[src/rtl/rom_bus_arbiter_pkg.sv]
// Shared types and constants for the two-master ROM bus arbiter.
// State encoding, response bundle and default bus/watchdog sizing live here.
package rom_bus_arbiter_pkg;

    localparam int DEF_AW      = 32;
    localparam int DEF_DW      = 32;
    localparam int SEL_W       = 4;
    localparam int DEF_TIMEOUT = 16;
    localparam int DEF_TCW     = 5;

    typedef enum logic [1:0] {
        ST_IDLE = 2'd0,
        ST_GNT0 = 2'd1,
        ST_GNT1 = 2'd2
    } arb_state_t;

    // Per-transfer termination seen by the granted master.
    typedef struct packed {
        logic ack;
        logic err;
    } resp_t;

    function automatic arb_state_t gnt_state(input logic idx);
        return idx ? ST_GNT1 : ST_GNT0;
    endfunction

endpackage

[src/rtl/rom_bus_arbiter_if.sv]
// Wishbone signal bundle between the two CPU masters, the arbiter and the ROM slave.
// Handshake: a transfer is live while cyc&stb are high and ends on the cycle ack or err is high.
interface rom_bus_arbiter_if #(
    parameter int AW = 32,
    parameter int DW = 32
);
    import rom_bus_arbiter_pkg::*;

    logic [AW-1:0]    m0_adr_i;
    logic [DW-1:0]    m0_dat_i;
    logic [SEL_W-1:0] m0_sel_i;
    logic             m0_we_i;
    logic             m0_stb_i;
    logic             m0_cyc_i;
    logic [DW-1:0]    m0_dat_o;
    logic             m0_ack_o;
    logic             m0_err_o;

    logic [AW-1:0]    m1_adr_i;
    logic [DW-1:0]    m1_dat_i;
    logic [SEL_W-1:0] m1_sel_i;
    logic             m1_we_i;
    logic             m1_stb_i;
    logic             m1_cyc_i;
    logic [DW-1:0]    m1_dat_o;
    logic             m1_ack_o;
    logic             m1_err_o;

    logic [AW-1:0]    s_adr_o;
    logic [DW-1:0]    s_dat_o;
    logic [SEL_W-1:0] s_sel_o;
    logic             s_we_o;
    logic             s_stb_o;
    logic             s_cyc_o;
    logic [DW-1:0]    s_dat_i;
    logic             s_ack_i;

    // Arbiter side: slave to both CPU masters, master towards the ROM.
    modport slave (
        input  m0_adr_i, m0_dat_i, m0_sel_i, m0_we_i, m0_stb_i, m0_cyc_i,
        output m0_dat_o, m0_ack_o, m0_err_o,
        input  m1_adr_i, m1_dat_i, m1_sel_i, m1_we_i, m1_stb_i, m1_cyc_i,
        output m1_dat_o, m1_ack_o, m1_err_o,
        output s_adr_o, s_dat_o, s_sel_o, s_we_o, s_stb_o, s_cyc_o,
        input  s_dat_i, s_ack_i
    );

    // Environment side: the CPU masters and the ROM model.
    modport master (
        output m0_adr_i, m0_dat_i, m0_sel_i, m0_we_i, m0_stb_i, m0_cyc_i,
        input  m0_dat_o, m0_ack_o, m0_err_o,
        output m1_adr_i, m1_dat_i, m1_sel_i, m1_we_i, m1_stb_i, m1_cyc_i,
        input  m1_dat_o, m1_ack_o, m1_err_o,
        input  s_adr_o, s_dat_o, s_sel_o, s_we_o, s_stb_o, s_cyc_o,
        output s_dat_i, s_ack_i
    );

endinterface

[src/rtl/rom_bus_watchdog.sv]
// Counts strobed cycles without a slave ack and flags a timeout on the last allowed cycle.
// The counter restarts after an ack, a timeout, a dropped strobe or an explicit clear.
module rom_bus_watchdog #(
    parameter int TIMEOUT = 16,
    parameter int TCW     = 5
) (
    input  logic clk,
    input  logic rst_n,
    input  logic strobe,
    input  logic ack,
    input  logic clear,
    output logic timeout
);

    localparam logic [TCW-1:0] LAST = TCW'(TIMEOUT - 1);

    logic [TCW-1:0] cnt_q;

    // An ack arriving on the final cycle wins over the timeout.
    assign timeout = strobe & ~ack & (cnt_q == LAST);

    always_ff @(posedge clk or negedge rst_n) begin
        if (!rst_n) begin
            cnt_q <= '0;
        end else if (clear || !strobe || ack || timeout) begin
            cnt_q <= '0;
        end else begin
            cnt_q <= cnt_q + TCW'(1);
        end
    end

endmodule

[src/rtl/rom_bus_arbiter.sv]
// Round-robin Wishbone arbiter sharing the instruction ROM between fetch (m0) and data (m1).
// Grants are registered and locked for the whole bus cycle; writes and stuck transfers end in err.
module rom_bus_arbiter
    import rom_bus_arbiter_pkg::*;
#(
    parameter int AW      = DEF_AW,
    parameter int DW      = DEF_DW,
    parameter int TIMEOUT = DEF_TIMEOUT,
    parameter int TCW     = DEF_TCW
) (
    input  logic             wb_clk_i,
    input  logic             wb_rst_i,
    rom_bus_arbiter_if.slave bus,
    output arb_state_t       dbg_state
);

    arb_state_t       state_q;
    arb_state_t       state_d;
    logic             last_gnt_q;
    logic             err_pending_q;

    logic             granted;
    logic             sel_cyc;
    logic             sel_stb;
    logic             sel_we;
    logic [AW-1:0]    sel_adr;
    logic [SEL_W-1:0] sel_sel;

    logic             rd_req;
    logic             wr_req;
    logic             timeout;
    logic             grant_change;
    resp_t            resp;
    logic [DW-1:0]    rd_data;
    logic             unused_dat;

    assign dbg_state  = state_q;
    assign rd_data    = bus.s_dat_i;
    assign unused_dat = ^{bus.m0_dat_i, bus.m1_dat_i};

    // State register.
    always_ff @(posedge wb_clk_i or negedge wb_rst_i) begin
        if (!wb_rst_i) begin
            state_q <= ST_IDLE;
        end else begin
            state_q <= state_d;
        end
    end

    // last_gnt starts at 1 so that m0 wins the first tie after reset.
    always_ff @(posedge wb_clk_i or negedge wb_rst_i) begin
        if (!wb_rst_i) begin
            last_gnt_q    <= 1'b1;
            err_pending_q <= 1'b0;
        end else begin
            if (state_q == ST_IDLE && state_d != ST_IDLE) begin
                last_gnt_q <= (state_d == ST_GNT1);
            end
            err_pending_q <= wr_req;
        end
    end

    // Next-state logic: only IDLE can grant, so every handover has one IDLE bubble.
    always_comb begin
        state_d = state_q;
        unique case (state_q)
            ST_IDLE: begin
                if (bus.m0_cyc_i && bus.m1_cyc_i) begin
                    state_d = gnt_state(~last_gnt_q);
                end else if (bus.m0_cyc_i) begin
                    state_d = ST_GNT0;
                end else if (bus.m1_cyc_i) begin
                    state_d = ST_GNT1;
                end
            end
            ST_GNT0: if (!bus.m0_cyc_i) state_d = ST_IDLE;
            ST_GNT1: if (!bus.m1_cyc_i) state_d = ST_IDLE;
            default: state_d = ST_IDLE;
        endcase
    end

    assign grant_change = (state_q != state_d);

    // Select the granted master's request signals.
    always_comb begin
        granted = 1'b0;
        sel_cyc = 1'b0;
        sel_stb = 1'b0;
        sel_we  = 1'b0;
        sel_adr = '0;
        sel_sel = '0;
        unique case (state_q)
            ST_GNT0: begin
                granted = 1'b1;
                sel_cyc = bus.m0_cyc_i;
                sel_stb = bus.m0_stb_i;
                sel_we  = bus.m0_we_i;
                sel_adr = bus.m0_adr_i;
                sel_sel = bus.m0_sel_i;
            end
            ST_GNT1: begin
                granted = 1'b1;
                sel_cyc = bus.m1_cyc_i;
                sel_stb = bus.m1_stb_i;
                sel_we  = bus.m1_we_i;
                sel_adr = bus.m1_adr_i;
                sel_sel = bus.m1_sel_i;
            end
            default: ;
        endcase
    end

    // A dropped cyc abandons the transfer, so late slave acks fall out here too.
    assign rd_req = granted & sel_cyc & sel_stb & ~sel_we & ~err_pending_q;
    assign wr_req = granted & sel_cyc & sel_stb &  sel_we & ~err_pending_q;

    rom_bus_watchdog #(
        .TIMEOUT (TIMEOUT),
        .TCW     (TCW)
    ) u_watchdog (
        .clk     (wb_clk_i),
        .rst_n   (wb_rst_i),
        .strobe  (rd_req),
        .ack     (bus.s_ack_i),
        .clear   (grant_change),
        .timeout (timeout)
    );

    // err_pending and rd_req are exclusive, so ack and err never coincide.
    always_comb begin
        resp.ack = rd_req & bus.s_ack_i;
        resp.err = err_pending_q | timeout;
    end

    // Output logic: slave-side routing and per-master responses.
    always_comb begin
        bus.s_adr_o  = '0;
        bus.s_sel_o  = '0;
        bus.s_cyc_o  = 1'b0;
        bus.s_stb_o  = 1'b0;
        bus.s_we_o   = 1'b0;
        bus.s_dat_o  = '0;
        bus.m0_dat_o = rd_data;
        bus.m1_dat_o = rd_data;
        bus.m0_ack_o = 1'b0;
        bus.m0_err_o = 1'b0;
        bus.m1_ack_o = 1'b0;
        bus.m1_err_o = 1'b0;
        if (granted) begin
            bus.s_adr_o = sel_adr;
            bus.s_sel_o = sel_sel;
            bus.s_cyc_o = sel_cyc;
            bus.s_stb_o = rd_req & ~timeout;
        end
        unique case (state_q)
            ST_GNT0: begin
                bus.m0_ack_o = resp.ack;
                bus.m0_err_o = resp.err;
            end
            ST_GNT1: begin
                bus.m1_ack_o = resp.ack;
                bus.m1_err_o = resp.err;
            end
            default: ;
        endcase
    end

endmodule
[src/flat_wrapper.sv]
// flat-port wrapper written by rule: the top's interface ports become plain ports
module rom_bus_arbiter_flat import rom_bus_arbiter_pkg::*;
#(
    parameter int AW      = DEF_AW,
    parameter int DW      = DEF_DW,
    parameter int TIMEOUT = DEF_TIMEOUT,
    parameter int TCW     = DEF_TCW
)
  (wb_clk_i, wb_rst_i, dbg_state, bus_m0_adr_i, bus_m0_dat_i, bus_m0_sel_i, bus_m0_we_i, bus_m0_stb_i, bus_m0_cyc_i, bus_m0_dat_o, bus_m0_ack_o, bus_m0_err_o, bus_m1_adr_i, bus_m1_dat_i, bus_m1_sel_i, bus_m1_we_i, bus_m1_stb_i, bus_m1_cyc_i, bus_m1_dat_o, bus_m1_ack_o, bus_m1_err_o, bus_s_adr_o, bus_s_dat_o, bus_s_sel_o, bus_s_we_o, bus_s_stb_o, bus_s_cyc_o, bus_s_dat_i, bus_s_ack_i);
  rom_bus_arbiter_if #(.AW(AW), .DW(DW)) bus_i ();
  input  logic wb_clk_i;
  input  logic wb_rst_i;
  output arb_state_t dbg_state;
  input wire logic [$bits(bus_i.m0_adr_i)-1:0] bus_m0_adr_i;
  input wire logic [$bits(bus_i.m0_dat_i)-1:0] bus_m0_dat_i;
  input wire logic [$bits(bus_i.m0_sel_i)-1:0] bus_m0_sel_i;
  input wire logic [$bits(bus_i.m0_we_i)-1:0] bus_m0_we_i;
  input wire logic [$bits(bus_i.m0_stb_i)-1:0] bus_m0_stb_i;
  input wire logic [$bits(bus_i.m0_cyc_i)-1:0] bus_m0_cyc_i;
  output wire logic [$bits(bus_i.m0_dat_o)-1:0] bus_m0_dat_o;
  output wire logic [$bits(bus_i.m0_ack_o)-1:0] bus_m0_ack_o;
  output wire logic [$bits(bus_i.m0_err_o)-1:0] bus_m0_err_o;
  input wire logic [$bits(bus_i.m1_adr_i)-1:0] bus_m1_adr_i;
  input wire logic [$bits(bus_i.m1_dat_i)-1:0] bus_m1_dat_i;
  input wire logic [$bits(bus_i.m1_sel_i)-1:0] bus_m1_sel_i;
  input wire logic [$bits(bus_i.m1_we_i)-1:0] bus_m1_we_i;
  input wire logic [$bits(bus_i.m1_stb_i)-1:0] bus_m1_stb_i;
  input wire logic [$bits(bus_i.m1_cyc_i)-1:0] bus_m1_cyc_i;
  output wire logic [$bits(bus_i.m1_dat_o)-1:0] bus_m1_dat_o;
  output wire logic [$bits(bus_i.m1_ack_o)-1:0] bus_m1_ack_o;
  output wire logic [$bits(bus_i.m1_err_o)-1:0] bus_m1_err_o;
  output wire logic [$bits(bus_i.s_adr_o)-1:0] bus_s_adr_o;
  output wire logic [$bits(bus_i.s_dat_o)-1:0] bus_s_dat_o;
  output wire logic [$bits(bus_i.s_sel_o)-1:0] bus_s_sel_o;
  output wire logic [$bits(bus_i.s_we_o)-1:0] bus_s_we_o;
  output wire logic [$bits(bus_i.s_stb_o)-1:0] bus_s_stb_o;
  output wire logic [$bits(bus_i.s_cyc_o)-1:0] bus_s_cyc_o;
  input wire logic [$bits(bus_i.s_dat_i)-1:0] bus_s_dat_i;
  input wire logic [$bits(bus_i.s_ack_i)-1:0] bus_s_ack_i;
  assign bus_i.m0_adr_i = bus_m0_adr_i;
  assign bus_i.m0_dat_i = bus_m0_dat_i;
  assign bus_i.m0_sel_i = bus_m0_sel_i;
  assign bus_i.m0_we_i = bus_m0_we_i;
  assign bus_i.m0_stb_i = bus_m0_stb_i;
  assign bus_i.m0_cyc_i = bus_m0_cyc_i;
  assign bus_m0_dat_o = bus_i.m0_dat_o;
  assign bus_m0_ack_o = bus_i.m0_ack_o;
  assign bus_m0_err_o = bus_i.m0_err_o;
  assign bus_i.m1_adr_i = bus_m1_adr_i;
  assign bus_i.m1_dat_i = bus_m1_dat_i;
  assign bus_i.m1_sel_i = bus_m1_sel_i;
  assign bus_i.m1_we_i = bus_m1_we_i;
  assign bus_i.m1_stb_i = bus_m1_stb_i;
  assign bus_i.m1_cyc_i = bus_m1_cyc_i;
  assign bus_m1_dat_o = bus_i.m1_dat_o;
  assign bus_m1_ack_o = bus_i.m1_ack_o;
  assign bus_m1_err_o = bus_i.m1_err_o;
  assign bus_s_adr_o = bus_i.s_adr_o;
  assign bus_s_dat_o = bus_i.s_dat_o;
  assign bus_s_sel_o = bus_i.s_sel_o;
  assign bus_s_we_o = bus_i.s_we_o;
  assign bus_s_stb_o = bus_i.s_stb_o;
  assign bus_s_cyc_o = bus_i.s_cyc_o;
  assign bus_i.s_dat_i = bus_s_dat_i;
  assign bus_i.s_ack_i = bus_s_ack_i;
  rom_bus_arbiter #(.AW(AW), .DW(DW), .TIMEOUT(TIMEOUT), .TCW(TCW)) u_core (.wb_clk_i(wb_clk_i), .wb_rst_i(wb_rst_i), .bus(bus_i), .dbg_state(dbg_state));
endmodule
[config.mk]
export PLATFORM = sky130hd
export DESIGN_NAME = rom_bus_arbiter_flat
export DESIGN_NICKNAME = d
export VERILOG_FILES = /design/src/rtl/rom_bus_arbiter_pkg.sv /design/src/rtl/rom_bus_arbiter_if.sv /design/src/rtl/rom_bus_watchdog.sv /design/src/rtl/rom_bus_arbiter.sv /design/src/flat_wrapper.sv
export SDC_FILE = /design/constraint.sdc
export NUM_CORES = 1
export LEC_CHECK = 0
export ABC_AREA = 1
export CORE_AREA = 2 2 123 125
export DETAILED_ROUTE_END_ITERATION = 10
export DIE_AREA = 0 0 125 127
export DONT_BUFFER_PORTS = 1
export RECOVER_POWER = 25
export SYNTH_ARGS = -nofsm -noshare
export SYNTH_HDL_FRONTEND = slang
export SYNTH_SLANG_ARGS = --single-unit
[constraint.sdc]
create_clock -name wb_clk_i -period 1.6 [get_ports wb_clk_i]
set_clock_uncertainty 0.1 [all_clocks]
set_input_delay 0.32 -clock wb_clk_i [delete_from_list [all_inputs] [get_ports wb_clk_i]]
set_output_delay 0.32 -clock wb_clk_i [all_outputs]
set_load 0.01 [all_outputs]
# Yosys cells after proc, flatten, opt, wreduce, memory -nomap -nowiden
# Cells that the tools add are included.
word_totals:
  wordCells: 56
  input_bits: 177
  reg_bits: 9
  output_inout_bits: 141
op_classes:
  n_eq_ne: 5
  muxes: 22
  bitwise_logic: 15
  add_sub_neg: 1
  n_reduce_logical: 9
ops:
  columns: ["cell", "n"]
  rows:
  - ["$pmux 32 s2", 1]
  - ["$mux 32", 1]
  - ["$mux 2", 6]
  - ["$and 1x1->1", 10]
  - ["$pmux 4 s2", 1]
  - ["$mux 1", 7]
  - ["$pmux 1 s2", 3]
  - ["$pmux 2 s3", 1]
  - ["$add 5x1->5 const B", 1]
  - ["$eq 5x4->1 const B", 1]
  - ["$mux 5", 1]
  - ["$eq 2x2->1 const B", 2]
  - ["$mux 4", 1]
  - ["$not 1->1", 4]
  - ["$logic_or 1x1->1", 3]
  - ["$eq 2x1->1 const B", 1]
  - ["$logic_and 1x1->1", 2]
  - ["$logic_not 2->1", 1]
  - ["$ne 2x2->1", 1]
  - ["$reduce_bool 2->1", 1]
  - ["$reduce_or 2->1", 1]
  - ["$logic_not 1->1", 1]
  - ["$or 1x1->1", 1]

# Longest topological paths before layout
# Gate-level depths: netlist of the first run.
depth:
  ltp_word: 12
  depth_mapped: 12
  mapped_depth_nobuf: 12

# By module
# A second synthesis of the first run with hierarchy kept.
hier_totals:
  cells_unflattened: 314
  area_unflattened_um2: 1940.6
modules_own_cells:
  columns: ["mod", "area_per_inst_um2", "instances", "seq_area_each_um2", "cells_each"]
  rows:
  - ["rom_bus_arbiter", 1670.4, 1, 101.3, 284]
  - ["rom_bus_watchdog", 270.3, 1, 125.1, 30]

# Least setup slack after synthesis of the first run
# OpenSTA, ideal clock, no wires.
synth_path:
  path_kind: "register -> output"
  start: "register u_core.state_q[0], in the netlist u_core.dbg_state[0]"
  end: "output bus_m0_err_o"
  slack_ns: -0.312
  t_arrival_ns: 1.492
  t_required_ns: 1.180
  path_stages_with_launch: 11
  cell_sequence: "dfrtp_1 > inv_1 > ha_1 > nand2_1 > nand2_2 > nand2_2 > nor2_2 > nand2_1 > inv_1 > nand3_1 > a21oi_1"
synth_between:
  elab_chain_len: 11
  elab_cells_between_ends: 16
  classes_between: "eq/ne (2); mux (5); bitwise (8); reduce/logical (1)"
synth_lines:
  columns: ["item", "line", "source"]
  rows:
  - ["from (decl)", "rom_bus_arbiter.sv:17", "arb_state_t state_q;"]
  - ["from (signal assigned)", "rom_bus_arbiter.sv:46", "state_q <= state_d;"]
  - ["$eq 2x1->1 / $eq 2x2->1 (equally long branches)", "rom_bus_arbiter.sv:92, rom_bus_arbiter.sv:155", null]
  - ["$reduce_or 2->1 (no source line)", null, null]
  - ["$mux 1", "rom_bus_arbiter.sv:92", "unique case (state_q)"]
  - ["$and 1x1->1 (4 in a row)", "rom_bus_arbiter.sv:114", "assign rd_req = granted & sel_cyc & sel_stb & ~sel_we & ~err_pending_q;"]
  - ["$and 1x1->1 (2 in a row)", "rom_bus_watchdog.sv:20", "assign timeout = strobe & ~ack & (cnt_q == LAST);"]
  - ["$or 1x1->1", "rom_bus_arbiter.sv:132", "resp.err = err_pending_q | timeout;"]
  - ["$mux 1 *", "rom_bus_arbiter.sv:155", "unique case (state_q)"]
  - ["to (decl)", "flat_wrapper.sv:22", "output wire logic [$bits(bus_i.m0_err_o)-1:0] bus_m0_err_o;"]
# Mark *: on every way between the ends. The rest lies on a longest branch, timed or not.

# Worst setup path in the final report of the first run
# Ends and elaborated chain as after synthesis.

==> results of run 1 <==
what timing repair did:
action                                 in CTS  in global routing
cloned                                      7                  0
pin swaps                                  17                 10
hold buffers                                1                  0
gates resized for setup                   108                 21
setup endpoints to repair                  48                 50
endpoints found under the hold margin       9                  0
setup buffers                              12                  0
critical path, stage by stage (launching register included):
cell and delay, ns:
dfrtp_2 0.39, inv_4 0.05, buf_6 0.12, ha_4 0.28, nand2_4 0.05, nor2_4 0.13, nand2_4 0.07, inv_4 0.07
nand3_4 0.09, a21oi_4 0.17
cell families after synthesis:
| logic type | synth area share |
|---|---|
| compound gates | 0.112 |
| fa+ha+maj | 0.0406 |
| other cells | 0.00203 |
| simple gates | 0.253 |
| buf+inv | 0.460 |
| xor+xnor | 0.00948 |
| flops | 0.123 |
per-layer routing:
| metal | wire length, µm | up-vias | share of wire | global-route usage |
|---|---|---|---|---|
| li1 | - | 770 | - | - |
| met1 | 2620 | 762 | 0.33 | 0.0901 |
| met2 | 3990 | 124 | 0.50 | 0.172 |
| met3 | 1080 | 26 | 0.14 | 0.0486 |
| met4 | 241 | 0 | 0.030 | 0.0333 |
| met5 | 0 | - | 0 | 0 |
state kept, by name, indices dropped and copies added (netlist names):
signal,cells
u_core.dbg_state,2
u_core.err_pending_q,1
u_core.last_gnt_q,1
u_core.u_watchdog.cnt_q,5
worst min path at each step:
stage / start / to / slack [ns] / cells after the start
final: bus_m0_stb_i / u_core.err_pending_q / 0.26 / 4
after global routing: bus_m0_stb_i / u_core.err_pending_q / 0.28 / 4
after detailed placement: wb_rst_i / u_core.u_watchdog.cnt_q[3] / -0.07 / 0
after floorplan: wb_rst_i / u_core.dbg_state[0] / -0.08 / 0
after CTS: bus_m0_stb_i / u_core.err_pending_q / 0.25 / 4
after global placement: wb_rst_i / u_core.err_pending_q / -0.07 / 0
layout by cell type (no fill, tap or decap):
master,instances
nand2_1,80
inv_1,13
buf_6,10
xor2_1,1
nand3_4,1
inv_4,3
a21oi_4,38
dfrtp_2,2
nor2_4,3
conb_1,33
nor2_2,2
inv_2,2
nor4_1,1
and3_1,1
dfstp_2,1
nand4_1,1
nand2_4,17
a21oi_2,2
xnor2_1,1
buf_16,7
ha_2,1
inv_12,2
buf_8,3
clkbuf_16,3
nand2_2,6
nor2_1,4
buf_4,18
a22oi_2,1
dfrtp_1,6
buf_12,8
ha_4,3
clkbuf_1,1
nand3_1,3
dlygate4sd3_1,1
ha_1,2
per-stage QoR:
| stage | power [W] | util | area, µm² |
|---|---|---|---|
| after floorplan | 0.00236 | - | 2190 |
| after global placement | 0.00302 | 0.130 | 1870 |
| after detailed placement | 0.00304 | 0.130 | 1870 |
| after CTS | 0.00595 | 0.192 | 2770 |
| after global routing | 0.00636 | 0.197 | 2850 |
| final | 0.00597 | 0.197 | 2850 |
final cells by class:
type / count / area [µm²]
fill: 1603 / 11600
multi-input combinational: 201 / 1550
timing repair buffer: 47 / 656
tap: 184 / 230
sequential: 9 / 229
inverter: 19 / 91.3
clock buffer: 4 / 78.8
timing repair inverter: 1 / 16.3
power by group:
group | total [W] | switching (W) | internal (W)
registers | 0.000324 | 0.0000429 | 0.000282
logic | 0.00519 | 0.00282 | 0.00237
clock network | 0.000459 | 0.000125 | 0.000335
total | 0.00597 | 0.00299 | 0.00298
==> flow_summary_export.csv, run 1 <==
group,metric,value,unit
floorplan,dieArea,0.0159,mm²
clocking,root_buffer,"clkbuf_16",
synthesis,yosysMostFrequentCell,"nand2_1",
floorplan,die_w,125,µm
synthesis,synth_top_area_share,0.394,
min_path,hold_class,"in2reg",
synthesis,synth_warnings,0,
routing,drt-wirelength-per-cell,17.1,µm
synthesis,ys_types,21,
grt,grt_pass1_wl,11100,µm
setup_path,cp-endpoint,"bus_m0_err_o",
synthesis,avgSynthCellArea,6.06,µm²
placed_design,numPortBuffers,0,
grt,antenna_found_initial,0,
setup_path,r2r_cells,13,
synthesis,syn_area,0.00185,mm²
setup_path,endpoint_kind,"output pin",
clocking,clk_latency,0.24,ns
outcome,outcome,"finished with violations",
routing,detail-route-antenna-nets,0,
routing,vias,1682,
synthesis,synthCells,305,
synthesis,ys.flop_type,"dfrtp_1",
clocking,clk_path_buf_depth,2,
sta,rsz0062_at_grt,"true",
setup_path,crit_arrival,1.69,ns
setup_path,r2r-end,"u_core.u_watchdog.cnt_q[0]",
clocking,cts_tree,"done",
finish,n_antenna_cell,0,
job,drv_cap,0,
synthesis,ys_seq_area_frac,0.123,
clocking,cts_sinks,9,
placed_design,dp_cells,442,
floorplan,die_h,127,µm
synthesis,synth-async-reset-ratio,1.00,
placed_design,dp_slack,-0.340,ns
sta,fmax,0.473,GHz
setup_path,crit_type,"reg2out",
setup_path,crit_required,1.18,ns
grt,grt_pass1_vias,1767,
finish,layout.nets,465,
floorplan,start_util,0.128,
grt,overflow,0,
sta,final-setup-viol-count,48,
placed_design,dp_hpwl,5740,µm
sta,setup_slack,-0.514,ns
setup_path,r2r_slack,-0.43,ns
sta,setup_tns,-19.64,ns
placed_design,gp_congestion,0.758,
setup_path,cp-start-kind,"flop",
finish,drive_gt1_frac,0.473,
sta,hold_viol_final,0,
setup_path,path_max_fanout,3,
setup_path,cp-startpoint,"u_core.dbg_state[0]",
clocking,h-tree-depth,1,
clocking,clk_pin_slew_worst_paths,0.04,ns
floorplan,core,0.0144,mm²
synthesis,ys_seq_elements,9,
power,leakagePower,1.09,nW
power,ir_drop,0.858,mV
floorplan,rows,44,
routing,drc,0,
setup_path,timing.rr.start,"u_core.dbg_state[0]",
routing,drt_wl_total,7930,µm
power,pwr_density_cell,2100,mW/mm²
grt,grt_start_max_net_pins,14,
outcome,failed_checks,"setup timing",
synthesis,ys_top_cells_by_area,"buf_4 (39%), nand2_1 (21%), a21oi_1 (11%), dfrtp_1 (11%), ha_1 (4.1%)",
finish,syn_to_final_growth,54.1,%
sta,holdWs,0.261,ns
routing,vias_per_cell,3.62,
synthesis,synth_edf_count,0,
synthesis,synth_top_cell_by_area,"buf_4",
routing,drtIter0Drc,24,
sta,post-route-period-util,1.32,
routing,first_pass_iters,4,
grt,track_usage,0.0937,
sta,timing.final.max_slew_violations,0,
sta,post-route-min-period,2.11,ns
finish,instances_no_fill,465,
synthesis,yosys-top-cells-count,"nand2_1 (101), buf_4 (97), a21oi_1 (40), inv_1 (18)",
floorplan,io_pins,318,
clocking,cts_buffers,3,
Power figures use the tool's default switching activity.
==> inputs of run 2 (changes only) <==
- ABC_AREA: 1 -> default
- CORE_AREA: 2 2 123 125 -> 5 5 122 124
- DIE_AREA: 0 0 125 127 -> 0 0 127 129
==> flow_summary_export.csv, run 2 <==
group,metric,value,unit
routing,vias,1580,
floorplan,rows,43,
sta,final-setup-viol-count,49,
clocking,h-tree-depth,1,
routing,drtIter0Drc,107,
setup_path,crit_type,"reg2out",
setup_path,cp-startpoint,"u_core.dbg_state[0]",
setup_path,path_max_fanout,4,
setup_path,endpoint_kind,"output pin",
floorplan,start_util,0.141,
clocking,cts_buffers,3,
synthesis,ys_seq_elements,9,
power,p_sw,0.00176,W
outcome,failed_checks,"setup timing",
sta,setup_slack,-0.665,ns
placed_design,gp_congestion,0.781,
power,p_clk_frac,0.112,
synthesis,avgSynthCellArea,7.53,µm²
grt,overflow,0,
finish,fin_area,0.00238,mm²
routing,detail-route-antenna-nets,0,
clocking,cts_sinks,9,
power,pwr-share-seq,0.081,
sta,fmax,0.441,GHz
sta,hold_viol_final,0,
min_path,hold_class,"in2reg",
grt,grt_start_max_net_pins,37,
synthesis,ys_top_cells_by_area,"buf_4 (38%), a22oi_1 (15%), nor2b_1 (13%), dfrtp_1 (10%), ha_1 (3.9%)",
floorplan,die_w,127,µm
floorplan,dieArea,0.0164,mm²
finish,n_antenna_cell,0,
synthesis,ys_seq_area_frac,0.118,
sta,post-route-min-period,2.27,ns
setup_path,cp-endpoint,"bus_m1_ack_o",
power,leakagePower,0.862,nW
grt,grt_pass1_vias,1521,
grt,antenna_found_initial,0,
floorplan,core,0.0137,mm²
synthesis,synth_edf_count,0,
placed_design,dpl-instance-area,0.00176,mm²
finish,mostFrequentLayoutCells,"conb_1 (33), buf_4 (31), nor2b_2 (28), a22oi_2 (21), a22oi_1 (18)",
synthesis,ys.flop_type,"dfrtp_1",
synthesis,ys_types,30,
setup_path,cp-start-kind,"flop",
synthesis,synth_top_cell_by_area,"buf_4",
power,p_sw_frac,0.439,
setup_path,crit_required,1.18,ns
synthesis,yosys-top-cells-count,"buf_4 (98), nor2b_1 (39), a22oi_1 (38), clkbuf_1 (12), nor2_1 (11)",
power,pwr-share-comb,0.806,
finish,largest-register,"u_core.u_watchdog.cnt_q",
clocking,cts_tree,"done",
finish,syn_to_final_growth,23.8,%
clocking,clk_pin_slew_worst_paths,0.04,ns
placed_design,numPortBuffers,0,
clocking,clk_latency,0.24,ns
finish,layout.nets,410,
grt,grt_pass1_wl,9070,µm
synthesis,synthCells,256,
job,drv_cap,0,
clocking,root_buffer,"clkbuf_16",
routing,vias_per_cell,3.89,
routing,drc,0,
floorplan,io_pins,318,
sta,timing.final.max_slew_violations,0,
power,pwr_density_cell,1680,mW/mm²
setup_path,r2r_slack,-0.62,ns
routing,first_pass_iters,4,
setup_path,r2r-end,"u_core.u_watchdog.cnt_q[4]",
synthesis,syn_area,0.00193,mm²
synthesis,synth_warnings,0,
sta,post-route-period-util,1.42,
sta,rsz0062_at_grt,"true",
routing,drt_wl_total,7670,µm
clocking,clk_path_buf_depth,2,
floorplan,die_h,129,µm
outcome,outcome,"finished with violations",
synthesis,synth_top_area_share,0.382,
synthesis,synth-async-reset-ratio,1.00,
setup_path,r2r_cells,7,
finish,largest_reg_flops,5,
setup_path,crit_arrival,1.85,ns
finish,drive_gt1_frac,0.540,
routing,drt-wirelength-per-cell,18.9,µm
power,internal_power,0.00225,W
placed_design,dp_slack,-0.511,ns
finish,final_common_cell,"conb_1",
synthesis,yosysMostFrequentCell,"buf_4",
grt,track_usage,0.0730,
setup_path,timing.rr.start,"u_core.dbg_state[0]",
power,ir_drop,0.579,mV
placed_design,dp_hpwl,5070,µm
==> run 2: layout make-up <==
| type | count | area, µm² |
|---|---|---|
| fillers | 1524 | 11300 |
| repair buffers | 45 | 523 |
| multi-input cells | 161 | 1300 |
| flip-flops and latches | 9 | 229 |
| well taps | 180 | 225 |
| clock inverters | 1 | 5.00 |
| clock buffers | 3 | 75.1 |
| inverters | 7 | 31.3 |
==> run 2: timing repair <==
action | CTS | global route
cloned | 3 | 4
resized for setup | 55 | 26
buffers inserted | 6 | 2
endpoints found under the hold margin | 9 | 0
hold buffers | 1 | 0
pin swaps | 10 | 4
setup endpoints to repair | 49 | 49
==> run 2: how the worst min path moves through the flow <==
stage | depth (start not counted) | slack [ns] | endpoint | startpoint
after floorplan | 0 | -0.08 | u_core.dbg_state[0] | wb_rst_i
after global placement | 0 | -0.08 | u_core.u_watchdog.cnt_q[2] | wb_rst_i
after detailed placement | 0 | -0.08 | u_core.u_watchdog.cnt_q[2] | wb_rst_i
after CTS | 2 | 0.17 | u_core.dbg_state[1] | bus_m1_cyc_i
after global routing | 2 | 0.19 | u_core.dbg_state[1] | bus_m1_cyc_i
final | 2 | 0.17 | u_core.dbg_state[1] | bus_m1_cyc_i
==> run 2: per-layer routing <==
layer	vias up	part of all wire	GRT usage
li1	685	-	-
met1	741	0.38	0.0885
met2	123	0.48	0.109
met3	31	0.11	0.0286
met4	0	0.034	0.0435
met5	-	0	0
==> run 2: cell families (layout without fill, tap and decap cells) <==
logic type      count (synthesis)  count (layout)  share of synthesized area
flops                           9               9                      0.118
compound gates                 50              50                      0.195
fa+ha+maj                       6               6                     0.0390
buf+inv                       118              56                      0.425
xor+xnor                        2               2                    0.00909
other cells                     1              33                    0.00195
simple gates                   70              70                      0.213
==> run 2: power groups by stage <==
| stage | clock (W) | sequential, W | combinational [W] |
|---|---|---|---|
| floorplan | 0 | 0.000341 | 0.00167 |
| global placement | 0 | 0.000315 | 0.00211 |
| detailed placement | 0 | 0.000317 | 0.00213 |
| CTS | 0.000457 | 0.000323 | 0.00288 |
| global route | 0.000475 | 0.000332 | 0.00350 |
| finish | 0.000451 | 0.000326 | 0.00324 |
==> run 2: through the flow <==
step	total power, W	TNS [ns]	util	hold WS, ns	instances
2_1_floorplan	0.00201	-11.73	-	-0.0756	288
3_3_place_gp	0.00243	-14.24	0.128	-0.0754	388
3_5_place_dp	0.00245	-15.23	0.128	-0.0753	388
4_1_cts	0.00366	-23.82	0.161	0.169	402
5_1_grt	0.00430	-26.15	0.175	0.186	406
6_report	0.00402	-22.01	0.175	0.172	406
==> run 2: critical path, stage by stage (launching register included) <==
cell and delay (ns):
dfrtp_2 0.44, inv_4 0.09, ha_4 0.15, a22oi_2 0.08, or4b_4 0.55, nor2_4 0.10
and3_4 0.20
